### src/rtl/location_info_controller_pkg.sv
// Shared definitions for the location-information memory: walk FSM states and
// the layout of one memory line as seen by the live-in/live-out consumers.
package location_info_controller_pkg;

    typedef enum logic [1:0] {
        ST_IDLE   = 2'd0,
        ST_STREAM = 2'd1,
        ST_DONE   = 2'd2
    } lim_state_e;

    localparam int LIM_PE_SEL_W  = 6;
    localparam int LIM_RF_ADDR_W = 5;
    localparam int LIM_VIA_W     = 6;
    localparam int LIM_MUX_W     = 8;
    localparam int LIM_LINE_W    = LIM_PE_SEL_W + LIM_RF_ADDR_W + LIM_VIA_W + LIM_MUX_W;

    typedef struct packed {
        logic [LIM_PE_SEL_W-1:0]  pe_sel;
        logic [LIM_RF_ADDR_W-1:0] rf_addr;
        logic [LIM_VIA_W-1:0]     via;
        logic [LIM_MUX_W-1:0]     mux;
    } lim_line_t;

    function automatic lim_line_t lim_unpack(input logic [LIM_LINE_W-1:0] raw);
        return lim_line_t'(raw);
    endfunction

endpackage

### src/rtl/lim_addr_gen.sv
// Walk address generator: holds base and entry index, and produces the memory
// read address (external base while idle, base+idx or base+idx+1 while walking).
module lim_addr_gen #(
    parameter int ADDR_WIDTH  = 9,
    parameter int COUNT_WIDTH = ADDR_WIDTH + 1
) (
    input  logic                   clk_i,
    input  logic                   rst_n_i,
    input  logic                   load_i,
    input  logic [ADDR_WIDTH-1:0]  base_i,
    input  logic                   advance_i,
    input  logic                   step_i,
    input  logic                   use_base_i,
    output logic [ADDR_WIDTH-1:0]  rd_addr_o,
    output logic [COUNT_WIDTH-1:0] idx_o
);

    logic [ADDR_WIDTH-1:0]  base_q, base_d;
    logic [COUNT_WIDTH-1:0] idx_q, idx_d;
    logic [ADDR_WIDTH-1:0]  walk_addr;

    always_comb begin
        // NOTE: every always_comb output gets a default first so no path can infer a latch.
        base_d = base_q;
        idx_d  = idx_q;
        if (load_i) begin
            base_d = base_i;
            idx_d  = '0;
        end else if (advance_i) begin
            idx_d = idx_q + COUNT_WIDTH'(1);
        end
    end

    // Sum truncates to ADDR_WIDTH, so a walk past the top line wraps to line 0.
    assign walk_addr = base_q + idx_q[ADDR_WIDTH-1:0] + ADDR_WIDTH'(step_i);
    assign rd_addr_o = use_base_i ? base_i : walk_addr;
    assign idx_o     = idx_q;

    always_ff @(posedge clk_i) begin
        // NOTE: sequential state uses non-blocking assignments so all flops update together.
        if (!rst_n_i) begin
            base_q <= '0;
            idx_q  <= '0;
        end else begin
            base_q <= base_d;
            idx_q  <= idx_d;
        end
    end

endmodule

### src/rtl/location_info_controller.sv
// Sequencer and port owner for the location-information memory: accepts host
// line writes while idle and streams count entries from base with valid/ready.
module location_info_controller
    import location_info_controller_pkg::*;
#(
    parameter int ADDR_WIDTH  = 9,
    parameter int MEM_WIDTH   = LIM_LINE_W,
    parameter int COUNT_WIDTH = ADDR_WIDTH + 1
) (
    input  logic                   clk_i,
    input  logic                   rst_n_i,
    input  logic                   cfg_valid_i,
    input  logic [ADDR_WIDTH-1:0]  cfg_addr_i,
    input  logic [MEM_WIDTH-1:0]   cfg_data_i,
    output logic                   cfg_ready_o,
    input  logic                   start_i,
    input  logic [ADDR_WIDTH-1:0]  base_addr_i,
    input  logic [COUNT_WIDTH-1:0] count_i,
    output logic                   busy_o,
    output logic                   done_o,
    output logic [ADDR_WIDTH-1:0]  mem_rd_addr_o,
    output logic [ADDR_WIDTH-1:0]  mem_wr_addr_o,
    output logic [MEM_WIDTH-1:0]   mem_wr_data_o,
    output logic                   mem_wr_en_o,
    output logic                   entry_valid_o,
    input  logic                   entry_ready_i,
    output logic                   entry_last_o,
    output logic [COUNT_WIDTH-1:0] entry_index_o
);

    lim_state_e             state_q, state_d;
    logic [COUNT_WIDTH-1:0] count_q, count_d;
    logic                   wr_en_q, wr_en_d;
    logic [ADDR_WIDTH-1:0]  wr_addr_q;
    logic [MEM_WIDTH-1:0]   wr_data_q;

    logic                   load, advance, step, use_base, is_last;
    logic [COUNT_WIDTH-1:0] idx;

    lim_addr_gen #(
        .ADDR_WIDTH (ADDR_WIDTH),
        .COUNT_WIDTH(COUNT_WIDTH)
    ) u_addr_gen (
        .clk_i     (clk_i),
        .rst_n_i   (rst_n_i),
        .load_i    (load),
        .base_i    (base_addr_i),
        .advance_i (advance),
        .step_i    (step),
        .use_base_i(use_base),
        .rd_addr_o (mem_rd_addr_o),
        .idx_o     (idx)
    );

    assign is_last = (idx == count_q - COUNT_WIDTH'(1));

    always_comb begin
        state_d       = state_q;
        count_d       = count_q;
        cfg_ready_o   = 1'b0;
        busy_o        = 1'b0;
        done_o        = 1'b0;
        entry_valid_o = 1'b0;
        entry_last_o  = 1'b0;
        load          = 1'b0;
        advance       = 1'b0;
        step          = 1'b0;
        use_base      = 1'b0;
        unique case (state_q)
            ST_IDLE: begin
                use_base    = 1'b1;
                cfg_ready_o = ~start_i;
                if (start_i) begin
                    load    = 1'b1;
                    count_d = count_i;
                    state_d = (count_i == '0) ? ST_DONE : ST_STREAM;
                end
            end
            ST_STREAM: begin
                busy_o        = 1'b1;
                entry_valid_o = 1'b1;
                entry_last_o  = is_last;
                // Memory reloads every clock: read ahead on a handshake, re-read while stalled.
                step          = entry_ready_i;
                if (entry_ready_i) begin
                    if (is_last) state_d = ST_DONE;
                    else         advance = 1'b1;
                end
            end
            ST_DONE: begin
                busy_o  = 1'b1;
                done_o  = 1'b1;
                state_d = ST_IDLE;
            end
            default: state_d = ST_IDLE;
        endcase
        wr_en_d = cfg_valid_i & cfg_ready_o;
    end

    assign entry_index_o = idx;
    assign mem_wr_en_o   = wr_en_q;
    assign mem_wr_addr_o = wr_addr_q;
    assign mem_wr_data_o = wr_data_q;

    always_ff @(posedge clk_i) begin
        if (!rst_n_i) begin
            state_q <= ST_IDLE;
            count_q <= '0;
            wr_en_q <= 1'b0;
        end else begin
            state_q <= state_d;
            count_q <= count_d;
            wr_en_q <= wr_en_d;
        end
    end

    // NOTE: write address/data are qualified by wr_en_q, so they carry no reset.
    always_ff @(posedge clk_i) begin
        if (wr_en_d) begin
            wr_addr_q <= cfg_addr_i;
            wr_data_q <= cfg_data_i;
        end
    end

endmodule

### config.mk
export PLATFORM = sky130hd
export DESIGN_NAME = location_info_controller
export DESIGN_NICKNAME = d
export VERILOG_FILES = /design/src/rtl/location_info_controller_pkg.sv /design/src/rtl/lim_addr_gen.sv /design/src/rtl/location_info_controller.sv
export SDC_FILE = /design/constraint.sdc
export NUM_CORES = 1
export LEC_CHECK = 0
export CAP_MARGIN = 40
export CORE_MARGIN = 2
export CORE_UTILIZATION = 45
export CTS_CLUSTER_SIZE = 14
export DETAILED_ROUTE_END_ITERATION = 16
export GPL_ROUTABILITY_DRIVEN = 0
export PLACE_DENSITY_LB_ADDON = 0.2
export SLEW_MARGIN = 0
export SYNTH_ARGS = -nofsm -noshare
export SYNTH_HDL_FRONTEND = slang
export SYNTH_SLANG_ARGS = --single-unit
### constraint.sdc
create_clock -name clk_i -period 5.8 [get_ports clk_i]
set_clock_uncertainty 0.2 [all_clocks]
set_input_delay 1.16 -clock clk_i [delete_from_list [all_inputs] [get_ports clk_i]]
set_output_delay 1.16 -clock clk_i [all_outputs]
set_load 0.02 [all_outputs]
==> key figures, run 1 <==
Clocking
  • Clock Path Buffers: 2
  • H-tree depth: 3
  • Clock Pin Slew Worst Setup and Hold Paths: 0.07 ns
  • Post-CTS setup buffer count: 0
  • Clk sinks: 66
  • CTS buffer count: 9
  • Latest clock arrival within the worst-skew pair: 0.34 ns
  • CTS hold repair buffers: 0
  • CTS tree: done
  • Clock root buffer: clkbuf_8

Drt
  • Average wire per standard cell: 14.4 um
  • Post-DR vias/cell: 5.13
  • Final wirelength: 7590 um
  • Drc violations: 0
  • DRT Pass-1 Iters: 4
  • Via count: ~2700
  • 1st-iter DRT viols: 114
  • Final ANT Viol Nets: 0

Logic synthesis
  • Asr flop ratio synth: 0%
  • FF+latch count, synth: between 60 and 70
  • Post-Syn Area: ~3200 um^2
  • Synth Area per Inst: 10.5 um^2
  • Count of cell types in the netlist: 51
  • Synthesized Nets: 379
  • Register area share after synthesis: 51.5%
  • Synth top area share: 31.7%
  • Synth Instances: 307
  • Area contributors post-synth: edfxtp_1, dfxtp_1, nand2_1
  • Top FF cell, synth: edfxtp_1
  • Yosys top cell by area: edfxtp_1
  • Most frequent cell after synthesis: nand2_1
  • Synth cell count leaders: nand2_1, edfxtp_1, dfxtp_1
  • Synthesis Warnings: 0
  • Post-synth EDFFs: 34

Cells and area
  • Diode count: 0
  • Util after Layout: 68.9%
  • Fraction of layout cells with a size suffix above 1: 7.91%
  • Fillcell total: 557
  • Nets: around 500
  • P&R area growth vs syn: 46.9%

Die
  • FP Rows: 30
  • Die Ht: 88.6 um
  • Starting Density: 46.9%
  • Core Region: 6870 um^2
  • Io pins: 117
  • Die Wd: about 89 um
  • Die area: 7860 um^2

Setup path
  • Critical Path Max Stage Delay: ~0.42 ns
  • Worst path required time: roughly 4.4 ns
  • Arr. time, crit path: 4.22 ns
  • CP cell instances: clkdlybuf4s50_1 -> and2_1 -> fa_1 -> fa_1 -> a21o_1 -> a21oi_1 -> nor2b_1 -> o21a_1 -> o41a_1 -> xnor2_1 -> mux2_2 -> dlygate4sd2_1
  • Critical path launch point type: primary input
  • Kind of cell adding the most delay to the critical path: compound AO/OA/AOI/OAI gates
  • CP Capture Type: output port
  • Critical path startpoint: entry_ready_i
  • Buffers and inverters on the worst path: 2
  • Crit Path Max Fanout: 2
  • Worst r2r src: count_q[3]$_SDFFE_PN0P_
  • Kind of critical path: in2out
  • Critical path's slowest cell: clkdlybuf4s50_1
  • Cell mode on critical path: fa_1

STA
  • Final Hold Fails: 0
  • Max-slew violations: 0
  • Max Fclk: 179 MHz
  • Final WS setup: 0.218 ns
  • Slew Limit Headroom: between 40% and 50%
  • Unrepaired setup endpoints after global routing: no
  • Fin crit share: 96.2%
  • Setup violations, final: 0
  • Worst-margin pin slew: 0.833 ns
  • Post-layout min period: 5.58 ns
  • Setup TNS: 0 ns

Place
  • Port Buffers: 116
  • Setup WS pre-CTS: -0.000706 ns
  • HPWL after detailed placement: 5510 um

Outcome
  • Outcome: finished clean

Pwr
  • Clock share of power: 35.3%
  • Sw frac: approximately 28%
  • NetSw: 0.374 mW
  • VDD IR max: 0.000138 V
  • Comb power frac: 24.3%
  • Pleak: 1.79 nW
  • Sequential Power Share: 40.4%
  • PwrDens: ~290 nW/um^2
  • Design Power: 1.36 mW
  • P_int: approximately 0.98 mW

Global routing
  • Total gr overflow: 0
  • Total global-route track usage: 19.4%
  • Pin count of the biggest net entering global routing: 35
  • Initial antenna violation count: 0
  • Vias in the first global route: approximately 2400
  • First-pass GRT wire length: ~12000 um

Hold path
  • Hold Startpoint: u_addr_gen.base_q[3]$_SDFFE_PN0P_
  • HP Class: reg2reg

Flow run
  • Max_cap viols: 0
registers in the layout, indices dropped and copies added, names as in the netlist:
register	cells
u_addr_gen.base_q	9
state_q	2
mem_wr_addr_o	9
mem_wr_data_o	25
count_q	10
mem_wr_en_o	1
u_addr_gen.idx_o	10
layout make-up:
cell class	instances	area (um^2)	share of cell area (%)
Clock inverter	6	113	2.38
Multi-Input combinational cell	222	1490	31.5
Tap cell	96	120	2.54
Inverter	6	22.5	0.476
Sequential cell	66	1660	35.1
Timing Repair Buffer	120	1190	25.1
Clock buffer	10	138	2.91
final timing paths:
path,to,slack [ns],depth (start not counted)
setup / recovery,mem_rd_addr_o[8],0.22,12
hold reg to reg,u_addr_gen.base_q[3]$_SDFFE_PN0P_,0.28,2
hold / removal,u_addr_gen.base_q[3]$_SDFFE_PN0P_,0.28,2
setup reg to reg,state_q[1]$_SDFFE_PN0P_,2.97,7
repair_timing:
item                                   in CTS  in global routing
endpoints found under the hold margin       0                  0
setup endpoints to repair                   1                  0
gates resized for setup                     1                  0
per-stage QoR:
step	area, um^2	instances	hold slack, ns
2_1_floorplan	3220	307	0.247
3_3_place_gp	4490	510	0.261
3_5_place_dp	4490	510	0.272
4_1_cts	4740	526	0.283
5_1_grt	4740	526	0.305
6_report	4740	526	0.282
power groups by stage:
stage	logic, mW	clock network [mW]	registers (mW)
3_5_place_dp	0.331	0	0.558
4_1_cts	0.332	0.485	0.548
5_1_grt	0.359	0.501	0.552
3_3_place_gp	0.326	0	0.557
6_report	0.329	0.479	0.548
2_1_floorplan	0.174	0	0.575
worst min-delay path: stages (launching register included):
cell and delay, ns:
dfxtp_1 0.32, nand2_1 0.05, a21boi_0 0.07
cells by family (layout without fill, tap and decap cells):
| kind of cell | count (synthesis) | count (layout) | share of synthesized area, % |
|---|---|---|---|
| adder cells (fa/ha/maj) | 14 | 14 | 5.90 |
| multiplexers | 5 | 5 | 1.67 |
| AND/OR/NAND/NOR | 121 | 121 | 18.7 |
| XOR/XNOR | 22 | 22 | 5.98 |
| buffers and inverters | 19 | 142 | 2.21 |
| flip-flops | 66 | 66 | 51.5 |
| AO/OA/AOI/OAI | 60 | 60 | 14.0 |
placed cells by master (no fill, tap or decap), types with 2 or more instances in the layout:
cell / Yosys / final
nor2b_1: 4 / 4
nor3b_1: 2 / 2
xnor2_1: 13 / 13
mux2i_1: 2 / 2
clkdlybuf4s50_1: 0 / 115
nand3_1: 3 / 3
o21bai_1: 2 / 2
nand2_1: 62 / 62
a21oi_1: 3 / 3
a21o_1: 2 / 2
and3_1: 3 / 3
xor2_1: 9 / 9
a311oi_1: 2 / 2
dfxtp_1: 32 / 32
nor4b_1: 2 / 2
bufinv_16: 0 / 3
a31oi_1: 6 / 6
inv_1: 6 / 6
nor2_1: 16 / 16
buf_4: 0 / 4
and2_1: 5 / 5
fa_1: 2 / 2
nand4_1: 6 / 6
nor4_1: 4 / 4
nand2b_1: 3 / 3
mux2_2: 3 / 3
o21a_1: 3 / 3
edfxtp_1: 34 / 34
a41o_1: 2 / 2
o21ai_0: 8 / 8
or4_1: 2 / 2
a21boi_0: 20 / 20
ha_1: 12 / 12
clkbuf_8: 0 / 10
and2_2: 2 / 2
o2111ai_1: 2 / 2
per-layer routing:
layer	vias to the layer above	GRT usage [%]	routed length, um
li1	1336	-	-
met1	1234	26.5	3520
met2	119	29.4	3360
met3	12	5.50	604
met4	0	6.89	108
met5	-	0	0
Note: power is estimated with default switching activity, not from simulation.
==> inputs of run 2 (changes only) <==
--- a/config.mk
+++ b/config.mk
@@ -7,9 +7,10 @@
 export LEC_CHECK = 0
 export CAP_MARGIN = 40
 export CORE_MARGIN = 2
-export CORE_UTILIZATION = 45
+export CORE_UTILIZATION = 60
 export CTS_CLUSTER_SIZE = 14
 export DETAILED_ROUTE_END_ITERATION = 16
+export DONT_BUFFER_PORTS = 1
 export GPL_ROUTABILITY_DRIVEN = 0
 export PLACE_DENSITY_LB_ADDON = 0.2
 export SLEW_MARGIN = 0
==> constraint.sdc (replaced) <==
create_clock -name clk_i -period 5.8 [get_ports clk_i]
set_clock_uncertainty 0.2 [all_clocks]
set_input_delay 0.87 -clock clk_i [delete_from_list [all_inputs] [get_ports clk_i]]
set_output_delay 0.87 -clock clk_i [all_outputs]
set_load 0.02 [all_outputs]
==> run 2 against run 1 <==
Register-to-register slack about the same; power decreased by 7.7%; fmax increased by 19%; count of clock-buffer cells in the layout unchanged; cell count decreased by 28%; worst setup slack improved by 0.89 ns; wire length decreased by 8.0%; critical path type is now reg2out; largest cell class unchanged; largest power group unchanged; highest routed layer unchanged.
==> key figures, run 2 (same netlist as run 1, synthesis figures left out) <==
Die
  • Die Wd: 77.3 um (-13%)
  • Io pins: 117 (unchanged)
  • Die Ht: 77.3 um (-13%)
  • Die area: 5980 um^2 (-24%)
  • FP Rows: 26 (-13%)
  • Starting Density: 62.7% (+16 points)
  • Core Region: 5140 um^2 (-25%)

Cells and area
  • P&R area growth vs syn: 9.20%
  • Seq. cell area: 1660 um^2 (unchanged)
  • Fillcell total: 437 (-22%)
  • Final instance area: 3520 um^2 (-26%)
  • Largest register FFs: 25 (unchanged)
  • Nets: 378 (-24%)
  • Area occupied by multi-input gates: 1490 um^2 (unchanged)
  • Fraction of layout cells with a size suffix above 1: 9.97% (+2.1 points)
  • Commonest non-fill, non-tap cell in the layout: nand2_1
  • Diode count: 0 (unchanged)
  • Most frequent cells in the layout: nand2_1, edfxtp_1, dfxtp_1

Pwr
  • VDD IR max: 0.000181 V (+31%)
  • PwrDens: 355 nW/um^2 (+24%)
  • Pleak: 1.33 nW (-26%)
  • Design Power: 1.25 mW (-7.7%)

STA
  • Setup TNS: 0 ns (unchanged)
  • Unrepaired setup endpoints after global routing: no
  • Max-slew violations: 0 (unchanged)
  • Max Fclk: 213 MHz (+19%)
  • Post-layout min period: 4.69 ns (-0.893 ns)
  • Final Hold Fails: 0 (unchanged)
  • Worst-margin pin slew: 0.768 ns (-0.0646 ns)
  • Slew Limit Headroom: 48.8% (+4.5 points)
  • Fin crit share: 80.8% (-15 points)
  • Final WS setup: 1.11 ns (+0.893 ns)
  • Setup violations, final: 0 (unchanged)

Hold path
  • HP Class: reg2reg

Drt
  • Post-DR vias/cell: 6.04 (+18%)
  • 1st-iter DRT viols: 120 (+5.3%)
  • Final ANT Viol Nets: 0 (unchanged)
  • Average wire per standard cell: 18.3 um (+27%)
  • Drc violations: 0 (unchanged)
  • Final wirelength: 6990 um (-8.0%)
  • DRT Pass-1 Iters: 4 (unchanged)
  • Via count: 2301 (-15%)

Global routing
  • Total gr overflow: 0 (unchanged)
  • Pin count of the biggest net entering global routing: 35 (unchanged)
  • First-pass GRT wire length: 11200 um (-5.0%)
  • Total global-route track usage: 24.6% (+5.2 points)
  • Vias in the first global route: 2179 (-9.5%)
  • Initial antenna violation count: 0 (unchanged)

Setup path
  • Critical path launch point type: flop
  • Kind of critical path: reg2out
  • Kind of cell adding the most delay to the critical path: adder cells
  • Arr. time, crit path: 3.62 ns (-0.60 ns)
  • Buffers and inverters on the worst path: 1 (-1)
  • Critical Path Max Stage Delay: 0.43 ns (about the same)
  • Cell mode on critical path: fa_1
  • CP Capture Type: output port
  • Crit Path Max Fanout: 6 (+4)
  • CP cell instances: inv_1 -> ha_1 -> and2_1 -> fa_1 -> fa_1 -> a21o_1 -> a21oi_1 -> nor2b_1 -> o21a_1 -> o41a_1 -> xnor2_1 -> mux2_2
  • Critical path's slowest cell: fa_1
  • Worst path required time: 4.73 ns (+0.29 ns)

Place
  • Placed Instance Area: 3270 um^2 (-27%)
  • HPWL after detailed placement: 5110 um (-7.3%)
  • Port Buffers: 0 (-100%)
  • Setup WS pre-CTS: 1.41 ns (+1.41 ns)

Clocking
  • CTS tree: done
  • Latest clock arrival within the worst-skew pair: 0.34 ns (about the same)
  • Post-CTS setup buffer count: 0 (unchanged)
  • Clock Pin Slew Worst Setup and Hold Paths: 0.07 ns (about the same)
  • Clock Path Buffers: 2 (unchanged)
  • Clk sinks: 66 (unchanged)
  • CTS hold repair buffers: 0 (unchanged)
  • Clock root buffer: clkbuf_8
  • CTS buffer count: 9 (unchanged)
  • H-tree depth: 3 (unchanged)
  • PostCTS Resize Cnt: 0 (-1)

Outcome
  • Outcome: finished clean

Flow run
  • Max_cap viols: 0 (unchanged)
[run 2: cell types whose count changed in the layout (fill, tap and decap cells not counted)]
cell             delta
buf_4               -3
dlygate4sd2_1       -1
clkdlybuf4s50_1   -115
[run 2: metrics by stage]
| step | hold slack, ns | utilization (%) | std cells |
|---|---|---|---|
| floorplan | 0.247 | - | 307 |
| global route | 0.297 | 68.5 | 381 |
| global placement | 0.262 | 63.6 | 365 |
| detailed placement | 0.263 | 63.6 | 365 |
| finish | 0.274 | 68.5 | 381 |
| CTS | 0.273 | 68.5 | 381 |
[run 2: worst paths after layout]
kind	from	to	slack (ns)	cells past startpoint
setup / recovery	state_q[1]$_SDFFE_PN0P_	mem_rd_addr_o[8]	1.11	12
hold / removal	u_addr_gen.base_q[4]$_SDFFE_PN0P_	u_addr_gen.base_q[4]$_SDFFE_PN0P_	0.27	2
setup reg to reg	count_q[3]$_SDFFE_PN0P_	u_addr_gen.idx_o[9]$_SDFFE_PP0P_	2.96	7
hold reg to reg	u_addr_gen.base_q[4]$_SDFFE_PN0P_	u_addr_gen.base_q[4]$_SDFFE_PN0P_	0.27	2
[run 2: final cells by class]
| type | count | area share, % |
|---|---|---|
| flip-flops and latches | 66 | 47.2 |
| multi-input cells | 222 | 42.4 |
| clock buffers | 10 | 3.91 |
| clock inverters | 6 | 3.20 |
| well taps | 70 | 2.49 |
| inverters | 6 | 0.640 |
| repair buffers | 1 | 0.213 |
[run 2: report_power, final]
| group | switching (mW) | leakage (nW) | total (mW) | internal [mW] |
|---|---|---|---|---|
| clock | 0.177 | 0.127 | 0.476 | 0.299 |
| sequential | 0.0436 | 0.576 | 0.572 | 0.529 |
| combinational | 0.135 | 0.627 | 0.203 | 0.0684 |
[run 2: worst min-delay path, stage by stage, from the launching register on]
cell and delay [ns]:
dfxtp_1 0.32, nand2_1 0.05, a21boi_0 0.07
[run 2: per-layer routing]
| layer | part of all wire (%) | wire [um] | vias to the layer above | track usage, % |
|---|---|---|---|---|
| li1 | - | - | 1102 | - |
| met1 | 43 | 2990 | 1080 | 29.7 |
| met2 | 48 | 3370 | 109 | 41.7 |
| met3 | 7.3 | 513 | 10 | 6.59 |
| met4 | 1.6 | 110 | 0 | 9.64 |
| met5 | 0 | 0 | - | 0 |
==> inputs of run 3 (changes only) <==
==> constraint.sdc (replaced) <==
create_clock -name clk_i -period 4.6 [get_ports clk_i]
set_clock_uncertainty 0.2 [all_clocks]
set_input_delay 0.69 -clock clk_i [delete_from_list [all_inputs] [get_ports clk_i]]
set_output_delay 0.69 -clock clk_i [all_outputs]
set_load 0.02 [all_outputs]
==> run 3 against run 2 <==
Combinational power up 31%; die area is the same; first-iteration DRC count up 11%; critical path depth unchanged; sequential power grew 26%; wire length increased by 1.9%; sequential share of layout area is 0.20 points lower; non-clock buffer count is 6 higher; critical path type unchanged; highest routed layer unchanged.
==> key figures, run 3 (same netlist as run 1, synthesis figures left out) <==
Global routing
  • Pin count of the biggest net entering global routing: 35 (unchanged)
  • Initial antenna violation count: 0 (unchanged)
  • Vias in the first global route: 2147 (-1.5%)
  • Global Route met1 Usage: 29.5% (-0.26 points)
  • Met2 global-route usage: 40.4% (-1.3 points)
  • Total global-route track usage: 24.7% (+0.10 points)
  • Met3 usage: 7.29% (+0.71 points)
  • Total gr overflow: 0 (unchanged)
  • First-pass GRT wire length: 11200 um (-0.19%)
  • Busiest grt layer: met2

Cells and area
  • Largest register FFs: 25 (unchanged)
  • Fraction of layout cells with a size suffix above 1: 11.4% (+1.4 points)
  • Diode count: 0 (unchanged)
  • Most frequent cells in the layout: nand2_1, edfxtp_1, dfxtp_1
  • P&R area growth vs syn: 9.66%
  • Fillcell total: 425 (-2.7%)
  • Nets: 384 (+1.6%)
  • Commonest non-fill, non-tap cell in the layout: nand2_1
  • Final instance area: 3540 um^2 (+0.43%)

Die
  • Core Region: 5140 um^2 (unchanged)
  • Io pins: 117 (unchanged)
  • FP Rows: 26 (unchanged)
  • Die Ht: 77.3 um (unchanged)
  • Die area: 5980 um^2 (unchanged)
  • Die Wd: 77.3 um (unchanged)
  • Starting Density: 62.7% (unchanged)

STA
  • Max Fclk: 230 MHz
  • Setup violations, final: 0 (unchanged)
  • Final Hold Fails: 0 (unchanged)
  • Slew Limit Headroom: 50.3% (+1.5 points)
  • Max-slew violations: 0 (unchanged)
  • Fin crit share: 94.5%
  • Setup TNS: 0 ns (unchanged)
  • Unrepaired setup endpoints after global routing: no
  • Post-layout min period: 4.35 ns
  • Worst-margin pin slew: 0.744 ns (-0.0237 ns)

Drt
  • Final ANT Viol Nets: 0 (unchanged)
  • Drc violations: 0 (unchanged)
  • Final wirelength: 7120 um (+1.9%)
  • Via count: 2284 (-0.74%)
  • Average wire per standard cell: 18.4 um (+0.28%)
  • 1st-iter DRT viols: 133 (+11%)
  • DRT Pass-1 Iters: 4 (unchanged)
  • Post-DR vias/cell: 5.90 (-2.3%)

Clocking
  • Post-CTS setup buffer count: 0 (unchanged)
  • CTS buffer count: 9 (unchanged)
  • H-tree depth: 3 (unchanged)
  • Clock Path Buffers: 2 (unchanged)
  • PostCTS Resize Cnt: 0 (unchanged)
  • Clk sinks: 66 (unchanged)
  • Latest clock arrival within the worst-skew pair: 0.34 ns (about the same)
  • CTS hold repair buffers: 0 (unchanged)
  • Clock Pin Slew Worst Setup and Hold Paths: 0.08 ns (about the same)
  • CTS tree: done
  • Clock root buffer: clkbuf_8

Place
  • HPWL after detailed placement: 5170 um (+1.2%)
  • Port Buffers: 0 (unchanged)
  • Placed Instance Area: 3320 um^2 (+1.4%)

Pwr
  • Pleak: 1.34 nW (+0.55%)
  • PwrDens: 432 nW/um^2 (+22%)
  • VDD IR max: 0.000263 V (+45%)

Hold path
  • HP Class: in2reg

Setup path
  • Worst path required time: 3.71 ns (-1.02 ns)
  • Critical path launch point type: flop
  • Arr. time, crit path: 3.46 ns (-0.16 ns)
  • Kind of critical path: reg2out
  • Crit Path Max Fanout: 6 (unchanged)
  • CP Capture Type: output port

Outcome
  • Outcome: finished clean

Flow run
  • Max_cap viols: 0 (unchanged)
-- run 3: cell count changes in the layout (fill, tap and decap cells not counted) --
cell	before	now
clkbuf_8	10	9
clkinvlp_4	0	2
inv_6	1	0
buf_4	1	7
bufinv_16	3	2
clkinv_4	1	2
clkinv_2	1	0
clkbuf_1	0	1
-- run 3: report_power, final --
part | internal, mW | switching, mW
clock network | 0.307 | 0.235
registers | 0.667 | 0.0533
logic | 0.0926 | 0.173
-- run 3: final cells by class --
class / instances / area, um^2 / share of cell area, %
well taps: 70 / 87.6 / 2.48
repair buffers: 7 / 52.6 / 1.49
multi-input cells: 222 / 1490 / 42.2
clock inverters: 6 / 92.6 / 2.62
inverters: 6 / 22.5 / 0.637
flip-flops and latches: 66 / 1660 / 47.0
clock buffers: 10 / 128 / 3.61
-- run 3: metrics by stage --
step | total power [mW] | std cells | util [%] | setup slack [ns] | hold WS [ns]
final | 1.53 | 387 | 68.8 | 0.254 | 0.229
after global routing | 1.60 | 387 | 68.8 | 0.114 | 0.213
after detailed placement | 0.999 | 371 | 64.5 | 0.555 | 0.264
after CTS | 1.54 | 387 | 68.8 | 0.247 | 0.223
after floorplan | 0.944 | 307 | - | 0.604 | 0.247
after global placement | 0.990 | 371 | 64.5 | 0.588 | 0.262
-- run 3: critical path, cell delays in order, from the launching register on --
cell and delay, ns:
dfxtp_1 0.36, inv_1 0.07, ha_1 0.20, and2_1 0.22
fa_1 0.43, fa_1 0.41, a21o_1 0.17, a21oi_1 0.21
nor2b_1 0.07, o21a_1 0.19, o41a_1 0.32, xnor2_1 0.13
mux2_2 0.32
-- run 3: path summary, 6_finish.rpt --
path | depth (start not counted) | slack (ns) | startpoint | to
hold / removal | 0 | 0.23 | cfg_data_i[20] | mem_wr_data_o[20]$_DFFE_PP_
setup reg to reg | 7 | 1.72 | count_q[3]$_SDFFE_PN0P_ | state_q[1]$_SDFFE_PN0P_
setup / recovery | 12 | 0.25 | state_q[1]$_SDFFE_PN0P_ | mem_rd_addr_o[8]
hold reg to reg | 2 | 0.28 | u_addr_gen.base_q[3]$_SDFFE_PN0P_ | u_addr_gen.base_q[3]$_SDFFE_PN0P_
-- run 3: routing by layer --
layer,part of all wire [%],vias to the layer above
li1,-,1107
met1,41,1051
met2,48,112
met3,9.2,14
met4,1.8,0
met5,0,-
